===== src/rtl/hazard_scoreboard_if.sv =====
// Issue, forwarding and pipeline-control bundle between decode and the hazard scoreboard.
// The master drives instruction and stage information; the slave returns the stall and forward controls.
interface hazard_scoreboard_if #(
  parameter int NREGS = 32,
  parameter int AW    = 5,
  parameter int NFWD  = 2,
  parameter int LAT_W = 4,
  parameter int CNT_W = 16
);
  localparam int SW = $clog2(NFWD + 1);

  logic              iIssue_valid;
  logic [AW-1:0]     iIssue_rs1;
  logic [AW-1:0]     iIssue_rs2;
  logic              iIssue_rs1_used;
  logic              iIssue_rs2_used;
  logic [AW-1:0]     iIssue_rd;
  logic              iIssue_wr;
  logic [LAT_W-1:0]  iIssue_lat;
  logic [NFWD-1:0]   iFw_valid;
  logic [NFWD*AW-1:0] iFw_rd;
  logic [NFWD-1:0]   iFw_ready;
  logic              iBrTrue;
  logic              iStall_mem;
  logic              iStall_dbg;

  logic              oStall_IF;
  logic              oStall_ID;
  logic              oStall_EX;
  logic              oStall_ME;
  logic              oBubble_EX;
  logic [SW-1:0]     oFwS1_sel;
  logic [SW-1:0]     oFwS2_sel;
  logic              oFlush_IF;
  logic              oFlush_ID;
  logic [NREGS-1:0]  oPending;
  logic [CNT_W-1:0]  oStallCnt;

  modport master (
    output iIssue_valid, iIssue_rs1, iIssue_rs2, iIssue_rs1_used, iIssue_rs2_used,
    output iIssue_rd, iIssue_wr, iIssue_lat,
    output iFw_valid, iFw_rd, iFw_ready,
    output iBrTrue, iStall_mem, iStall_dbg,
    input  oStall_IF, oStall_ID, oStall_EX, oStall_ME, oBubble_EX,
    input  oFwS1_sel, oFwS2_sel, oFlush_IF, oFlush_ID, oPending, oStallCnt
  );

  modport slave (
    input  iIssue_valid, iIssue_rs1, iIssue_rs2, iIssue_rs1_used, iIssue_rs2_used,
    input  iIssue_rd, iIssue_wr, iIssue_lat,
    input  iFw_valid, iFw_rd, iFw_ready,
    input  iBrTrue, iStall_mem, iStall_dbg,
    output oStall_IF, oStall_ID, oStall_EX, oStall_ME, oBubble_EX,
    output oFwS1_sel, oFwS2_sel, oFlush_IF, oFlush_ID, oPending, oStallCnt
  );
endinterface


===== src/rtl/hazard_scoreboard.sv =====
// Per-register write scoreboard with countdown timers, plus forwarding-select, stall,
// bubble and flush generation for the IF/ID/EX/ME pipeline.
module hazard_scoreboard #(
  parameter int NREGS = 32,
  parameter int AW    = 5,
  parameter int NFWD  = 2,
  parameter int LAT_W = 4,
  parameter int CNT_W = 16
) (
  input  logic iClk,
  input  logic iRst,
  hazard_scoreboard_if.slave bus
);
  localparam int SW = $clog2(NFWD + 1);

  logic [NREGS-1:0] pending_q, pending_d;
  logic [LAT_W-1:0] cnt_q [NREGS];
  logic [LAT_W-1:0] cnt_d [NREGS];
  logic [CNT_W-1:0] stall_cnt_q, stall_cnt_d;

  logic [SW:0]   rs1_res, rs2_res;
  logic          rs1_haz, rs2_haz, waw_haz;
  logic [SW-1:0] rs1_sel, rs2_sel;
  logic          haz, hold, issue, track;

  // Returns {hazard, select}; the youngest matching stage wins even when it is not ready yet.
  function automatic logic [SW:0] src_lookup(
    input logic [AW-1:0]      rs,
    input logic               used,
    input logic [NFWD-1:0]    fw_valid,
    input logic [NFWD*AW-1:0] fw_rd,
    input logic [NFWD-1:0]    fw_ready,
    input logic [NREGS-1:0]   pend
  );
    logic          hit, rdy, src_haz;
    logic [SW-1:0] hit_sel, sel;
    hit     = 1'b0;
    rdy     = 1'b0;
    hit_sel = '0;
    src_haz = 1'b0;
    sel     = '0;
    for (int i = NFWD - 1; i >= 0; i--) begin
      if (fw_valid[i] && (fw_rd[i*AW +: AW] == rs)) begin
        hit     = 1'b1;
        rdy     = fw_ready[i];
        hit_sel = SW'(i + 1);
      end
    end
    if (used && (rs != '0)) begin
      if (hit) begin
        src_haz = ~rdy;
        sel     = rdy ? hit_sel : '0;
      end else begin
        src_haz = pend[rs];
      end
    end
    return {src_haz, sel};
  endfunction

  always_comb begin
    rs1_res = src_lookup(bus.iIssue_rs1, bus.iIssue_rs1_used, bus.iFw_valid,
                         bus.iFw_rd, bus.iFw_ready, pending_q);
    rs2_res = src_lookup(bus.iIssue_rs2, bus.iIssue_rs2_used, bus.iFw_valid,
                         bus.iFw_rd, bus.iFw_ready, pending_q);
  end

  assign rs1_haz = rs1_res[SW];
  assign rs1_sel = rs1_res[SW-1:0];
  assign rs2_haz = rs2_res[SW];
  assign rs2_sel = rs2_res[SW-1:0];

  // A new write may only issue once the older one would land no later than it.
  assign waw_haz = bus.iIssue_wr && (bus.iIssue_rd != '0) && pending_q[bus.iIssue_rd]
                   && (cnt_q[bus.iIssue_rd] > bus.iIssue_lat);

  assign haz   = bus.iIssue_valid && (rs1_haz || rs2_haz || waw_haz);
  assign hold  = bus.iStall_mem || bus.iStall_dbg;
  assign issue = bus.iIssue_valid && !haz && !hold && !bus.iBrTrue;
  assign track = bus.iIssue_wr && (bus.iIssue_rd != '0) && (bus.iIssue_lat != '0);

  always_comb begin
    pending_d   = pending_q;
    cnt_d       = cnt_q;
    stall_cnt_d = stall_cnt_q;
    if (!hold) begin
      for (int r = 1; r < NREGS; r++) begin
        if (pending_q[r]) begin
          if (cnt_q[r] == LAT_W'(1)) begin
            pending_d[r] = 1'b0;
            cnt_d[r]     = '0;
          end else begin
            cnt_d[r] = cnt_q[r] - LAT_W'(1);
          end
        end
      end
      if (haz && (stall_cnt_q != '1)) begin
        stall_cnt_d = stall_cnt_q + CNT_W'(1);
      end
    end
    // Applied after retirement so a same-cycle reissue keeps the entry alive.
    if (issue && track) begin
      pending_d[bus.iIssue_rd] = 1'b1;
      cnt_d[bus.iIssue_rd]     = bus.iIssue_lat;
    end
  end

  always_ff @(posedge iClk) begin
    if (iRst) begin
      pending_q   <= '0;
      stall_cnt_q <= '0;
      for (int r = 0; r < NREGS; r++) begin
        cnt_q[r] <= '0;
      end
    end else begin
      pending_q   <= pending_d;
      stall_cnt_q <= stall_cnt_d;
      for (int r = 0; r < NREGS; r++) begin
        cnt_q[r] <= cnt_d[r];
      end
    end
  end

  assign bus.oStall_IF  = !iRst && (haz || hold);
  assign bus.oStall_ID  = !iRst && (haz || hold);
  assign bus.oStall_EX  = !iRst && hold;
  assign bus.oStall_ME  = !iRst && hold;
  assign bus.oBubble_EX = !iRst && haz && !hold && !bus.iBrTrue;
  assign bus.oFwS1_sel  = iRst ? '0 : rs1_sel;
  assign bus.oFwS2_sel  = iRst ? '0 : rs2_sel;
  assign bus.oFlush_IF  = iRst || bus.iBrTrue;
  assign bus.oFlush_ID  = iRst || bus.iBrTrue;
  assign bus.oPending   = pending_q;
  assign bus.oStallCnt  = stall_cnt_q;

endmodule


===== src/flat_wrapper.sv =====
// flat-port wrapper written by rule: the top's interface ports become plain ports
module hazard_scoreboard_flat 
#(
  parameter int NREGS = 32,
  parameter int AW    = 5,
  parameter int NFWD  = 2,
  parameter int LAT_W = 4,
  parameter int CNT_W = 16
)
  (iClk, iRst, bus_iIssue_valid, bus_iIssue_rs1, bus_iIssue_rs2, bus_iIssue_rs1_used, bus_iIssue_rs2_used, bus_iIssue_rd, bus_iIssue_wr, bus_iIssue_lat, bus_iFw_valid, bus_iFw_rd, bus_iFw_ready, bus_iBrTrue, bus_iStall_mem, bus_iStall_dbg, bus_oStall_IF, bus_oStall_ID, bus_oStall_EX, bus_oStall_ME, bus_oBubble_EX, bus_oFwS1_sel, bus_oFwS2_sel, bus_oFlush_IF, bus_oFlush_ID, bus_oPending, bus_oStallCnt);
  hazard_scoreboard_if #(.NREGS(NREGS), .AW(AW), .NFWD(NFWD), .LAT_W(LAT_W), .CNT_W(CNT_W)) bus_i ();
  input  logic iClk;
  input  logic iRst;
  input wire logic [$bits(bus_i.iIssue_valid)-1:0] bus_iIssue_valid;
  input wire logic [$bits(bus_i.iIssue_rs1)-1:0] bus_iIssue_rs1;
  input wire logic [$bits(bus_i.iIssue_rs2)-1:0] bus_iIssue_rs2;
  input wire logic [$bits(bus_i.iIssue_rs1_used)-1:0] bus_iIssue_rs1_used;
  input wire logic [$bits(bus_i.iIssue_rs2_used)-1:0] bus_iIssue_rs2_used;
  input wire logic [$bits(bus_i.iIssue_rd)-1:0] bus_iIssue_rd;
  input wire logic [$bits(bus_i.iIssue_wr)-1:0] bus_iIssue_wr;
  input wire logic [$bits(bus_i.iIssue_lat)-1:0] bus_iIssue_lat;
  input wire logic [$bits(bus_i.iFw_valid)-1:0] bus_iFw_valid;
  input wire logic [$bits(bus_i.iFw_rd)-1:0] bus_iFw_rd;
  input wire logic [$bits(bus_i.iFw_ready)-1:0] bus_iFw_ready;
  input wire logic [$bits(bus_i.iBrTrue)-1:0] bus_iBrTrue;
  input wire logic [$bits(bus_i.iStall_mem)-1:0] bus_iStall_mem;
  input wire logic [$bits(bus_i.iStall_dbg)-1:0] bus_iStall_dbg;
  output wire logic [$bits(bus_i.oStall_IF)-1:0] bus_oStall_IF;
  output wire logic [$bits(bus_i.oStall_ID)-1:0] bus_oStall_ID;
  output wire logic [$bits(bus_i.oStall_EX)-1:0] bus_oStall_EX;
  output wire logic [$bits(bus_i.oStall_ME)-1:0] bus_oStall_ME;
  output wire logic [$bits(bus_i.oBubble_EX)-1:0] bus_oBubble_EX;
  output wire logic [$bits(bus_i.oFwS1_sel)-1:0] bus_oFwS1_sel;
  output wire logic [$bits(bus_i.oFwS2_sel)-1:0] bus_oFwS2_sel;
  output wire logic [$bits(bus_i.oFlush_IF)-1:0] bus_oFlush_IF;
  output wire logic [$bits(bus_i.oFlush_ID)-1:0] bus_oFlush_ID;
  output wire logic [$bits(bus_i.oPending)-1:0] bus_oPending;
  output wire logic [$bits(bus_i.oStallCnt)-1:0] bus_oStallCnt;
  assign bus_i.iIssue_valid = bus_iIssue_valid;
  assign bus_i.iIssue_rs1 = bus_iIssue_rs1;
  assign bus_i.iIssue_rs2 = bus_iIssue_rs2;
  assign bus_i.iIssue_rs1_used = bus_iIssue_rs1_used;
  assign bus_i.iIssue_rs2_used = bus_iIssue_rs2_used;
  assign bus_i.iIssue_rd = bus_iIssue_rd;
  assign bus_i.iIssue_wr = bus_iIssue_wr;
  assign bus_i.iIssue_lat = bus_iIssue_lat;
  assign bus_i.iFw_valid = bus_iFw_valid;
  assign bus_i.iFw_rd = bus_iFw_rd;
  assign bus_i.iFw_ready = bus_iFw_ready;
  assign bus_i.iBrTrue = bus_iBrTrue;
  assign bus_i.iStall_mem = bus_iStall_mem;
  assign bus_i.iStall_dbg = bus_iStall_dbg;
  assign bus_oStall_IF = bus_i.oStall_IF;
  assign bus_oStall_ID = bus_i.oStall_ID;
  assign bus_oStall_EX = bus_i.oStall_EX;
  assign bus_oStall_ME = bus_i.oStall_ME;
  assign bus_oBubble_EX = bus_i.oBubble_EX;
  assign bus_oFwS1_sel = bus_i.oFwS1_sel;
  assign bus_oFwS2_sel = bus_i.oFwS2_sel;
  assign bus_oFlush_IF = bus_i.oFlush_IF;
  assign bus_oFlush_ID = bus_i.oFlush_ID;
  assign bus_oPending = bus_i.oPending;
  assign bus_oStallCnt = bus_i.oStallCnt;
  hazard_scoreboard #(.NREGS(NREGS), .AW(AW), .NFWD(NFWD), .LAT_W(LAT_W), .CNT_W(CNT_W)) u_core (.iClk(iClk), .iRst(iRst), .bus(bus_i));
endmodule

===== config.mk =====
export PLATFORM = sky130hd
export DESIGN_NAME = hazard_scoreboard_flat
export DESIGN_NICKNAME = d
export VERILOG_FILES = /design/src/rtl/hazard_scoreboard_if.sv /design/src/rtl/hazard_scoreboard.sv /design/src/flat_wrapper.sv
export SDC_FILE = /design/constraint.sdc
export NUM_CORES = 1
export LEC_CHECK = 0
export BUFFER_PORTS_ARGS = -buffer_cell sky130_fd_sc_hd__buf_2
export CELL_PAD_IN_SITES_DETAIL_PLACEMENT = 1
export CELL_PAD_IN_SITES_GLOBAL_PLACEMENT = 1
export CORE_MARGIN = 2
export CORE_UTILIZATION = 45
export CTS_CLUSTER_DIAMETER = 80
export DETAILED_ROUTE_END_ITERATION = 7
export PLACE_DENSITY_LB_ADDON = 0.05
export SETUP_SLACK_MARGIN = 0.4
export SYNTH_ARGS = -nofsm -noshare
export SYNTH_HDL_FRONTEND = slang
export SYNTH_SLANG_ARGS = --single-unit

===== constraint.sdc =====
create_clock -name iClk -period 5.45 [get_ports iClk]
set_clock_uncertainty 0.15 [all_clocks]
set_input_delay 0.2725 -clock iClk [delete_from_list [all_inputs] [get_ports iClk]]
set_output_delay 0.2725 -clock iClk [all_outputs]
set_load 0.1 [all_outputs]

* After elaboration in Yosys (flattened, before gate mapping) *
Cells that the tools add are included.

word-level totals
  bits in registers = 176
  logic and storage cells = 318
  input port bits = 42
  output and inout bits = 59

cells by class
  order comparisons = 7
  mux-type cells = 166
  add/sub/neg operators = 32
  reduce and logical (&&, ||, !) cells = 37
  bitwise logic cells = 5
  equal/unequal tests = 36

operators with widths
  cell                     number
  $mux W4                  65
  $mux W124                2
  $bwmux W128              1
  $eq A4 B1 Y1 const B     31
  $sub A4 B1 Y4 const B    31
  $mux W1                  78
  $mux W32                 1
  $or A32 B32 Y32          1
  $mux W31                 1
  $mux W2                  12
  $logic_and A1 B1 Y1      23
  $bmux W4 S5              1
  $demux W4 S5             1
  $eq A5 B5 Y1             4
  $lt A5 B6 Y1 const B     3
  $add A16 B1 Y16 const B  1
  $ne A16 B16 Y1 const B   1
  $bmux W1 S5              3
  $reduce_bool A5 Y1       3
  $ge A6 B6 Y1 const B     1
  $lt A6 B1 Y1 const B     1
  $not A5 Y6               1
  $demux W1 S5             1
  $ge A5 B1 Y1 const B     1
  other kinds (6)          15

* Depth between registers and ports, before layout *
Gate-level depths: netlist of the first run.

  word-level depth = 16
  depth in mapped cells = 17
  depth with buffers taken out = 12

* Least setup slack after synthesis of the first run *
Ideal clock, no wire load.

  path kind = input port to output port
  start = in bus_iIssue_rd[0]
  end = out bus_oBubble_EX
  required time = 5.028 ns
  arrival time = 5.939 ns
  stages on the path = 15
  setup slack = -0.911 ns
  path buffers = 6
  path through = buf_2 -> buf_1 -> buf_1 -> clkbuf_1 -> mux4_2 -> a22oi_1 -> nand4_1 -> ha_1 -> a21oi_1 -> o21ai_0 -> nand4b_1 -> and3_1 -> clkbuf_1 -> clkbuf_1 -> nor3_1

on the way
  cells in the longest elaborated chain, start to end = 11
  elaborated cells between the ends (all ways) = 16
  classes of those cells = 1 x order compare; 5 x mux; 1 x bitwise; 9 x reduce/logical

ends and longest elaborated chain
  item                                         RTL line                  source
  from (decl)                                  flat_wrapper.sv:19        input wire logic [$bits(bus_i.iIssue_rd)-1:0] bus_iIssue_rd;
  $not A5 Y6 (implied by the code)             hazard_scoreboard.sv:74   && (cnt_q[bus.iIssue_rd] > bus.iIssue_lat);
  $bmux W4 S5                                  hazard_scoreboard.sv:74
  $mux W4 (implied by the code) (2 in series)  hazard_scoreboard.sv:74
  $gt A4 B4 Y1                                 hazard_scoreboard.sv:74
  $logic_and A1 B1 Y1 (*)                      hazard_scoreboard.sv:74
  $logic_or A1 B1 Y1 (*)                       hazard_scoreboard.sv:76   assign haz = bus.iIssue_valid && (rs1_haz || rs2_haz || waw_haz);
  $logic_and A1 B1 Y1 (*)                      hazard_scoreboard.sv:76
  $logic_and A1 B1 Y1 (*) (3 in series)        hazard_scoreboard.sv:127  assign bus.oBubble_EX = !iRst && haz && !hold && !bus.iBrTrue;
  to (decl)                                    flat_wrapper.sv:32        output wire logic [$bits(bus_i.oBubble_EX)-1:0] bus_oBubble_EX;

Mark *: on every way between the ends. The rest lies on a longest branch, timed or not. The select of a mux whose other input is x is not followed.

* Final worst setup path of the first run *
  start = in bus_iIssue_rd[1]
  end = out bus_oBubble_EX

The elaborated chain is that of the path after synthesis.

==> results of run 1 <==
-- registers in the layout (all words and copies together), names as in the netlist --
name	cells
u_core.cnt_q	128
u_core.bus.oPending	32
u_core.bus.oStallCnt	16
-- routing by layer --
layer | up-vias | routed length [microns] | GRT usage
met5 | - | 10 | 0
met4 | 2 | 1124 | 0.08221
met3 | 68 | 1724 | 0.03548
met2 | 294 | 20590 | 0.4999
met1 | 5732 | 18780 | 0.3790
li1 | 5231 | - | -
-- metrics by stage --
| stage | cell area (sq um) | utilization | hold WS, ns | instances |
|---|---|---|---|---|
| after global placement | 13510 | 0.4849 | 0.3043 | 1805 |
| final | 14100 | 0.5061 | 0.07045 | 1837 |
| after detailed placement | 13510 | 0.4849 | 0.3141 | 1805 |
| after floorplan | 12760 | - | 0.2832 | 1398 |
| after CTS | 14100 | 0.5061 | 0.05182 | 1837 |
| after global routing | 14100 | 0.5061 | 0.08716 | 1837 |
-- cells by family (layout without fill, tap and decap cells) --
| group | count (synthesis) | in the layout |
|---|---|---|
| adders and majority gates | 67 | 67 |
| and+or+nand+nor | 524 | 524 |
| xor gates and xnor gates | 25 | 25 |
| buffers and inverters | 158 | 219 |
| muxes | 206 | 206 |
| DFF | 176 | 176 |
| AOI/OAI and AO/OA | 242 | 242 |
-- power breakdown --
part           internal (W)  switching, W  leakage, nW
combinational     0.0000722      0.000215         3.65
sequential          0.00129    0.00000201         1.42
clock              0.000655      0.000616        0.290
-- worst max-delay path by stage --
| stage | start | cells after the start | end |
|---|---|---|---|
| after global placement | bus_iIssue_rd[1] | 12 | u_core.cnt_q[122]$_SDFF_PP0_ |
| after floorplan | bus_iIssue_rd[0] | 16 | bus_oStall_IF |
| after CTS | bus_iIssue_rd[1] | 11 | bus_oBubble_EX |
| after detailed placement | bus_iIssue_rd[1] | 12 | u_core.cnt_q[58]$_SDFF_PP0_ |
| after global routing | bus_iIssue_rd[1] | 11 | bus_oBubble_EX |
| final | bus_iIssue_rd[1] | 11 | bus_oBubble_EX |
-- area by class of cell --
| class | count | area share |
|---|---|---|
| multi-input cells | 1064 | 0.6111 |
| well taps | 378 | 0.03355 |
| repair buffers | 116 | 0.04464 |
| inverters | 71 | 0.01890 |
| clock inverters | 15 | 0.01171 |
| clock buffers | 17 | 0.03017 |
| flip-flops and latches | 176 | 0.2499 |
-- cells in the mapped netlist, drive strengths merged (9+ instances only) --
cell,n,area [sq um]
a21boi,27,202.7
a21oi,129,645.6
a22oi,15,112.6
buf,27,158.9
clkbuf,60,226.5
dfxtp,176,3523
ha,67,838.3
inv,71,266.5
mux2,122,1389
mux2i,37,370.4
mux4,47,1059
nand2,51,191.4
nand3,41,210.2
nand4,12,75.07
nor2,170,638.1
nor2b,13,81.33
nor3,84,420.4
nor3b,32,240.2
nor4,36,645.6
o21ai,10,50.05
o21ba,28,280.3
o22ai,9,56.30
or3,9,56.30
or4,40,300.3
xnor2,15,131.4
xor2,10,87.58
-- cell usage in the layout (no fill, tap or decap), drive strengths merged, types with 37 or more instances in the layout --
cell / count
nand3: 41
inv: 80
or4: 40
mux2: 122
buf: 116
ha: 67
nor2: 170
mux2i: 37
a21oi: 129
nand2: 51
nor3: 84
dfxtp: 176
mux4: 47
==> impl_metrics.py, run 1 <==
metrics = {
    "outcome": {
        "outcome": "completed",
    },
    "layout": {
        "ff_latch_area_sq_um": 3523,
        "diodes": 0,
        "fillCellCount": 3216,
        "nNetsFinal": 1555,
        "area_growth_pct": 10.65,
        "multi_input_area_sq_um": 8616,
        "layout-drive-gt1-share": 0.2646,
    },
    "route": {
        "drt_first_iter_violations": 863,
        "first_pass_iters": 6,
        "vias": 11330,
        "vias_per_cell": 6.166,
        "drt-total-wl_mm": 42.23,
        "remaining_drc_errors": 0,
        "wire_per_inst_microns": 22.99,
        "ant_nets": 0,
    },
    "floorplanning": {
        "num_rows": 61,
        "start_util": 0.4574,
        "die_area_sq_um": 29680,
        "core-area_sq_um": 27860,
        "ios": 101,
        "die_y_microns": 172.3,
        "die_width_microns": 172.3,
    },
    "synth": {
        "syn_area_per_cell_sq_um": 9.114,
        "synth-xor-area-share": 0.01719,
        "async_flop_share": 0,
        "synth-warning-count": 0,
        "synth_edf_count": 0,
        "ys_ff_latch": 176,
        "netlist_area_sq_um": 12740,
        "ys.flop_type": "dfxtp_1",
        "synth_compound_area_frac": 0.1227,
        "synthCells": 1398,
        "seq_area_frac_synth": 0.2765,
        "synthSimpleGateAreaFrac": 0.2455,
        "synthMuxAreaShare": 0.2212,
        "synth_nets": 1507,
        "synth_fa_ha_area_frac": 0.06580,
        "yosysUniqueCellTypes": 57,
        "synth_top_family_by_area": "simple AND/OR/NAND/NOR gates",
    },
    "flow_run": {
        "drv_cap": 0,
    },
    "grt": {
        "grt_max_degree": 78,
        "grt_overflow_total": 0,
        "grt_pass1_wl_mm": 65.03,
        "grt_pass1_vias": 11030,
        "antenna_found_initial": 1,
        "grtUsageTotal": 0.2888,
    },
    "pwr": {
        "p_leak_nw": 5.357,
        "p_total_w": 0.002847,
        "p_per_area_nw_per_um2": 201.9,
        "ir_drop_v": 0.0002169,
    },
    "placed_design": {
        "finalWeightedCongestion": 0.8804,
        "io_buffers": 100,
        "post-place-ws_ns": 0.8235,
        "dp_hpwl_mm": 30.61,
    },
    "min_path": {
        "min-delay-start": "iRst",
        "holdPathEnd": "u_core.bus.oStallCnt[15]$_SDFFE_PP0P_",
        "min_path_cells": 2,
        "min_path_type": "in2reg",
    },
    "clock_tree": {
        "ctsHoldBuffers": 0,
        "post_cts_buffers": 0,
        "clock_latency_ns": 0.44,
        "cts_buffers": 17,
        "htreeDepth": 4,
        "cts_max_path_buffers": 2,
        "cts_resized": 0,
        "cts_tree": "built",
        "clockRootBuffer": "clkbuf_16",
        "clkSinkCount": 176,
        "path_clk_slew_ns": 0.08,
    },
    "sta": {
        "fin_ws_ns": 0.9545,
        "maxSlewViolCount": 0,
        "fmax_mhz": 222.4,
        "finalCritPeriodShare": 0.8249,
        "final.min_clock_period_ns": 4.496,
        "rsz0062_at_grt": "false",
        "maxSlewHeadroom": 0.3190,
        "setup_viol": 0,
        "worst_slew_pin_slew_ns": 1.020,
        "hold_viol": 0,
        "finalSetupTns_ns": 0,
    },
    "setup_path": {
        "crit_chain": "buf_2 -> mux4_2 -> a22oi_1 -> nand4_1 -> ha_1 -> a21oi_1 -> o21ai_0 -> nand4b_1 -> and3_1 -> nor3_4 -> buf_2",
        "required_ns": 5.03,
        "cp_max_fo": 37,
        "cp-start-kind": "input port",
        "path_common_cell": "buf_2",
        "cp_data_arrival_time_ns": 4.07,
        "crit_buf_inv": 2,
        "crit-reg2reg-launch": "u_core.cnt_q[12]$_SDFF_PP0_",
        "path_class": "in2out",
        "ff2ff_setup_slack_ns": 1.29,
        "reg2reg_to": "u_core.cnt_q[58]$_SDFF_PP0_",
        "r2r_cells": 13,
        "cpMaxStageDelayCell": "buf_2",
        "slowest_delay_ns": 0.71,
        "crit_family": "simple AND/OR/NAND/NOR gates",
        "end_kind": "output pin",
    },
}
(Power assumes the default switching activity.)
==> run 2: changes to the inputs <==
ABC_AREA = 1   (was unset)
CORE_UTILIZATION = 43   (was 45)
clock period = 4.6 ns   (was 5.45 ns; I/O delays follow)
==> run 2 against run 1 <==
Net effect: routed wire length grew 37%; core utilization is 2.6 points lower; critical path depth rose by 8; via count rose by 50%; power rose by 26%; critical path type unchanged; critical endpoint unchanged; largest power group is now the clock network.
==> impl_metrics.py, run 2 <==
metrics = {
    "pwr": {
        "pwr-share-comb": 0.129,
        "pwr-share-clk": 0.445,
        "p_seq_frac": 0.426,
        "total_switching_power_w": 0.001087,
        "power.share.switching": 0.3036,
        "ir_drop_v": 0.0002919,
        "p_per_area_nw_per_um2": 229.1,
        "intPower_w": 0.002494,
        "p_leak_nw": 6.022,
    },
    "sta": {
        "maxSlewViolCount": 0,
        "final.min_clock_period_ns": 3.930,
        "rsz0062_at_grt": "false",
        "finalCritPeriodShare": 0.8544,
        "finalSetupTns_ns": 0,
        "maxSlewHeadroom": 0.3609,
        "fmax_mhz": 254.4,
        "worst_slew_pin_slew_ns": 0.9577,
        "hold_ws_ns": 0.01096,
        "setup_viol": 0,
        "hold_viol": 0,
    },
    "route": {
        "drt-total-wl_mm": 57.78,
        "remaining_drc_errors": 0,
        "drt_first_iter_violations": 1204,
        "wire_per_inst_microns": 20.30,
        "vias": 16940,
        "vias_per_cell": 5.953,
        "ant_nets": 0,
        "first_pass_iters": 5,
    },
    "grt": {
        "antenna_found_initial": 2,
        "grtUsageTotal": 0.3366,
        "grt_max_degree": 156,
        "grt_pass1_wl_mm": 90.91,
        "grt_pass1_vias": 16820,
        "grt_overflow_total": 0,
    },
    "synth": {
        "syn_area_per_cell_sq_um": 6.011,
        "synth-warning-count": 0,
        "synth_top_area_share": 0.2486,
        "synthCells": 2358,
        "seq_area_frac_synth": 0.2486,
        "yosysUniqueCellTypes": 34,
        "synth_nets": 2467,
        "synth_most_common_cell": "nand2_1",
        "synth_edf_count": 0,
        "async_flop_share": 0,
        "ys_ff_latch": 176,
        "ys.flop_type": "dfxtp_1",
        "synth_common_cells": "635 x nand2_1, 280 x o21ai_0, 269 x nand3_1",
        "synth_area_leader_cell": "dfxtp_1",
        "synth_area_leaders": "dfxtp_1 25%, nand2_1 17%, o21ai_0 9.9%",
        "netlist_area_sq_um": 14170,
    },
    "setup_path": {
        "crit-reg2reg-launch": "u_core.cnt_q[21]$_SDFF_PP0_",
        "cpMaxStageDelayCell": "or2_2",
        "cp-start-kind": "input port",
        "end_kind": "output pin",
        "required_ns": 4.22,
        "cp_data_arrival_time_ns": 3.55,
        "slowest_delay_ns": 0.34,
        "r2r_cells": 18,
        "cp_max_fo": 28,
        "ff2ff_setup_slack_ns": 0.84,
        "reg2reg_to": "u_core.cnt_q[66]$_SDFF_PP0_",
        "crit_chain": "buf_2 -> inv_1 -> nor2_2 -> inv_1 -> buf_12 -> o22ai_1 -> o21ai_0 -> nand4_1 -> or2_2 -> ha_1 -> nand2_1 -> o21ai_0 -> o21ai_0 -> nor2_1 -> nand2_1 -> nand3_4 -> nand2_1 -> nor3_2 -> buf_12",
        "path_class": "in2out",
    },
    "min_path": {
        "holdPathEnd": "u_core.cnt_q[64]$_SDFF_PP0_",
        "min-delay-start": "iRst",
        "min_path_cells": 2,
        "min_path_type": "in2reg",
    },
    "floorplanning": {
        "die_y_microns": 185.6,
        "die_area_sq_um": 34430,
        "core-area_sq_um": 32540,
        "num_rows": 66,
        "die_width_microns": 185.6,
        "start_util": 0.4356,
        "ios": 101,
    },
    "flow_run": {
        "drv_cap": 0,
    },
    "clock_tree": {
        "cts_buffers": 17,
        "path_clk_slew_ns": 0.08,
        "clkSinkCount": 176,
        "clock_latency_ns": 0.46,
        "cts_max_path_buffers": 2,
        "htreeDepth": 4,
        "clockRootBuffer": "clkbuf_16",
        "cts_tree": "built",
    },
    "layout": {
        "layout-drive-gt1-share": 0.08694,
        "multi_input_area_sq_um": 9114,
        "area_growth_pct": 10.27,
        "nNetsFinal": 2500,
        "ff_latch_area_sq_um": 3523,
        "final_core_util": 0.4803,
        "diodes": 0,
        "mostFrequentLayoutCell": "nand2_1",
        "largest-register": "u_core.cnt_q",
        "final_cell_mix": "635 x nand2_1, 273 x o21ai_0, 269 x nand3_1",
        "fillCellCount": 4598,
        "largest_reg_flops": 128,
    },
    "placed_design": {
        "io_buffers": 100,
        "dp_hpwl_mm": 38.92,
        "finalWeightedCongestion": 0.9003,
    },
    "outcome": {
        "outcome": "completed",
    },
}
## run 2: cell count changes after synthesis, moves of 37 or more
cell	delta
o22ai_1	+85
nand3_1	+229
mux2i_1	-37
nand2_1	+584
a21oi_1	+71
mux2_2	-114
nor3_1	-46
nor2_1	-83
nand4_1	+43
o21ai_0	+270
mux4_2	-47
inv_1	+170
or4_1	-40
## run 2: repair_timing
| item | in CTS | in global routing |
|---|---|---|
| endpoints found under the setup margin | 3 | 12 |
| resized for setup | 5 | 6 |
| pin swaps | 0 | 1 |
| setup buffers | 0 | 3 |
| endpoints found under the hold margin | 0 | 0 |
| hold buffers | 0 | 0 |
## run 2: cells by family after synthesis
logic type,count (synthesis),synth area share
AND/OR/NAND/NOR,1109,0.3366
AO/OA/AOI/OAI,613,0.2301
buffers and inverters,370,0.1113
flip-flops,176,0.2486
adder cells (fa/ha/maj),67,0.05915
XOR/XNOR,23,0.01421
## run 2: through the flow
| step | total power, W | cells | instance area, sq um | setup slack [ns] |
|---|---|---|---|---|
| floorplan | 0.001844 | 2358 | 14190 | 0.3404 |
| global placement | 0.002005 | 2811 | 14990 | 0.1142 |
| detailed placement | 0.002011 | 2811 | 14990 | 0.02819 |
| CTS | 0.003588 | 2843 | 15600 | 0.4369 |
| global route | 0.003679 | 2846 | 15630 | 0.5087 |
| finish | 0.003581 | 2846 | 15630 | 0.6696 |
## run 2: layout make-up
class                           instances  share of cell area
Inverter                              248             0.05972
Multi-Input combinational cell       1812              0.5831
Timing Repair Buffer                  136             0.05764
Sequential cell                       176              0.2254
Clock buffer                           19             0.02834
Clock inverter                         13             0.01033
Tap cell                              442             0.03539
## run 2: how the worst max path moves through the flow
stage | from | endpoint | slack, ns | cells past startpoint
final | bus_iIssue_rd[1] | bus_oBubble_EX | 0.67 | 19
after global routing | bus_iIssue_rd[1] | bus_oBubble_EX | 0.51 | 19
after CTS | bus_iIssue_rd[1] | bus_oBubble_EX | 0.44 | 19
after detailed placement | bus_iIssue_rd[1] | u_core.cnt_q[94]$_SDFF_PP0_ | 0.03 | 19
after global placement | bus_iIssue_rd[1] | u_core.cnt_q[70]$_SDFF_PP0_ | 0.11 | 19
after floorplan | bus_iIssue_rd[1] | bus_oBubble_EX | 0.34 | 19
## run 2: worst max-delay path, delay by kind of cell
family          cells  cell delay [ns]
simple gates        9             1.39
compound gates      4             0.71
buf+inv             5             0.91
fa+ha+maj           1             0.29
## run 2: per-layer routing
metal / vias to the layer above / share of wire / track usage
met5: - / 0.00045 / 0
met4: 4 / 0.029 / 0.1140
met3: 122 / 0.064 / 0.05204
met2: 486 / 0.47 / 0.5791
met1: 8299 / 0.44 / 0.4285
li1: 8030 / - / -
## run 2: power groups by stage
stage,Sequential (W),Combinational [W],Clock [W]
after CTS,0.00153,0.000451,0.00161
after floorplan,0.00157,0.000277,0
final,0.00153,0.000463,0.00159
after detailed placement,0.00156,0.000449,0
after global routing,0.00153,0.000492,0.00166
after global placement,0.00156,0.000444,0
==> run 3: changes to the inputs <==
ABC_AREA = 0   (was 1)
CORE_UTILIZATION = 45   (was 43)
==> run 3 against run 2 <==
Net effect: via count fell by 33%; hold slack improved by 0.012 ns; first-iteration DRC count fell by 35%; sequential power barely moved; critical path depth fell by 6; power fell by 7.5%; combinational power fell by 22%; register-to-register slack got worse by 0.17 ns; cell count fell by 35%; worst setup slack got worse by 0.033 ns; critical path type is now reg2out.
==> impl_metrics.py, run 3 (synthesized netlist as in run 1, its figures left out) <==
metrics = {
    "setup_path": {
        "cp_max_fo": 11,
        "cpMaxStageDelayCell": "mux4_2",
        "cp_data_arrival_time_ns": 3.58,
        "slowest_delay_ns": 0.52,
        "end_kind": "output pin",
        "cp-start-kind": "flop",
        "crit_chain": "mux4_2 -> a22o_1 -> a221oi_1 -> and3_1 -> ha_1 -> inv_1 -> a21oi_1 -> o21ai_0 -> nand4b_1 -> nand3_4 -> a21oi_4 -> nor2_4 -> buf_2",
        "required_ns": 4.22,
        "ff2ff_setup_slack_ns": 0.67,
        "path_class": "reg2out",
        "crit_buf_inv": 2,
        "r2r_cells": 13,
        "reg2reg_to": "u_core.cnt_q[70]$_SDFF_PP0_",
        "crit_family": "compound AO/OA/AOI/OAI gates",
        "crit-reg2reg-launch": "u_core.cnt_q[0]$_SDFF_PP0_",
    },
    "min_path": {
        "min-delay-start": "iRst",
        "holdPathEnd": "u_core.cnt_q[125]$_SDFFE_PP0P_",
        "min_path_cells": 2,
        "min_path_type": "in2reg",
    },
    "clock_tree": {
        "clock_latency_ns": 0.45,
        "ctsHoldBuffers": 0,
        "cts_max_path_buffers": 2,
        "post_cts_buffers": 0,
        "path_clk_slew_ns": 0.08,
        "clkSinkCount": 176,
        "htreeDepth": 4,
        "cts_tree": "built",
        "clockRootBuffer": "clkbuf_16",
        "cts_resized": 0,
        "cts_buffers": 17,
    },
    "grt": {
        "grt_pass1_vias": 11110,
        "grt_pass1_wl_mm": 66.44,
        "grtUsageTotal": 0.2981,
        "antenna_found_initial": 0,
        "grt_max_degree": 54,
        "grt_overflow_total": 0,
    },
    "pwr": {
        "p_total_w": 0.003313,
        "p_per_area_nw_per_um2": 233.0,
        "ir_drop_v": 0.0002401,
        "p_leak_nw": 5.412,
    },
    "sta": {
        "maxSlewHeadroom": 0.1485,
        "setup_viol": 0,
        "hold_viol": 0,
        "final.min_clock_period_ns": 3.963,
        "fmax_mhz": 252.3,
        "hold_ws_ns": 0.02299,
        "finalCritPeriodShare": 0.8615,
        "worst_slew_pin_slew_ns": 1.277,
        "maxSlewViolCount": 0,
        "rsz0062_at_grt": "false",
        "finalSetupTns_ns": 0,
    },
    "route": {
        "first_pass_iters": 5,
        "drt-total-wl_mm": 43.44,
        "vias": 11290,
        "vias_per_cell": 6.099,
        "wire_per_inst_microns": 23.47,
        "remaining_drc_errors": 0,
        "drt_first_iter_violations": 779,
        "ant_nets": 0,
    },
    "layout": {
        "nNetsFinal": 1569,
        "layout-drive-gt1-share": 0.2722,
        "final_core_util": 0.5105,
        "diodes": 0,
        "fillCellCount": 3231,
        "final_area_sq_um": 14220,
        "largest-register": "u_core.cnt_q",
        "final_cell_mix": "176 x dfxtp_1, 165 x nor2_1, 128 x a21oi_1",
        "largest_reg_flops": 128,
        "area_growth_pct": 11.62,
        "mostFrequentLayoutCell": "dfxtp_1",
    },
    "placed_design": {
        "io_buffers": 100,
        "finalWeightedCongestion": 0.9152,
        "dpl_cell_area_sq_um": 13660,
        "dp_hpwl_mm": 31.05,
    },
    "flow_run": {
        "drv_cap": 0,
    },
    "floorplanning": {
        "die_area_sq_um": 29680,
        "num_rows": 61,
        "ios": 101,
        "die_width_microns": 172.3,
        "die_y_microns": 172.3,
        "core-area_sq_um": 27860,
        "start_util": 0.4574,
    },
    "outcome": {
        "outcome": "completed",
    },
}
-- run 3: cell types whose count changed in the layout (fill, tap and decap cells not counted), sizes merged, moves of 40 or more --
cell   before  now
nor2       89  170
o21ai     281   10
mux4        0   47
or4         0   40
nand2     647   51
a21oi     210  129
nor3       39   84
inv       247   75
nand4      55   12
o22ai      94    9
nand3     271   41
mux2        0  122
-- run 3: where the power goes --
part | internal (W) | switching, W | total [W]
Clock | 0.000719 | 0.000710 | 0.00143
Combinational | 0.0000918 | 0.000267 | 0.000359
Sequential | 0.00152 | 0.00000225 | 0.00153
-- run 3: area by class of cell --
class,instances,area (sq um),area share
Clock buffer,20,446.7,0.03141
Timing Repair Buffer,130,774.5,0.05446
Sequential cell,176,3523,0.2478
Inverter,71,266.5,0.01874
Tap cell,378,473.0,0.03326
Clock inverter,12,102.6,0.007214
Multi-Input combinational cell,1064,8635,0.6072
-- run 3: metal layers --
layer,wire (microns),up-vias,GRT usage
met4,1484,0,0.1176
met1,19010,5597,0.3923
li1,-,5257,-
met3,3004,77,0.06409
met5,0,-,0
met2,19940,359,0.4779
-- run 3: per-stage QoR --
| step | worst slack (ns) | std cells |
|---|---|---|
| floorplan | 0.4180 | 1398 |
| global placement | 0.4677 | 1819 |
| detailed placement | 0.3990 | 1819 |
| CTS | 0.5251 | 1851 |
| global route | 0.4233 | 1851 |
| finish | 0.6370 | 1851 |
-- run 3: worst max path at each step --
stage	from	endpoint	slack, ns	cells past startpoint
after CTS	u_core.cnt_q[0]$_SDFF_PP0_	bus_oStall_IF	0.53	13
after global placement	bus_iIssue_rd[1]	u_core.cnt_q[8]$_SDFF_PP0_	0.47	13
after global routing	u_core.cnt_q[0]$_SDFF_PP0_	bus_oStall_IF	0.42	13
after detailed placement	bus_iIssue_rd[1]	u_core.bus.oStallCnt[5]$_SDFFE_PP0P_	0.40	13
after floorplan	bus_iIssue_rd[0]	bus_oBubble_EX	0.42	15
final	u_core.cnt_q[0]$_SDFF_PP0_	bus_oStall_IF	0.64	13
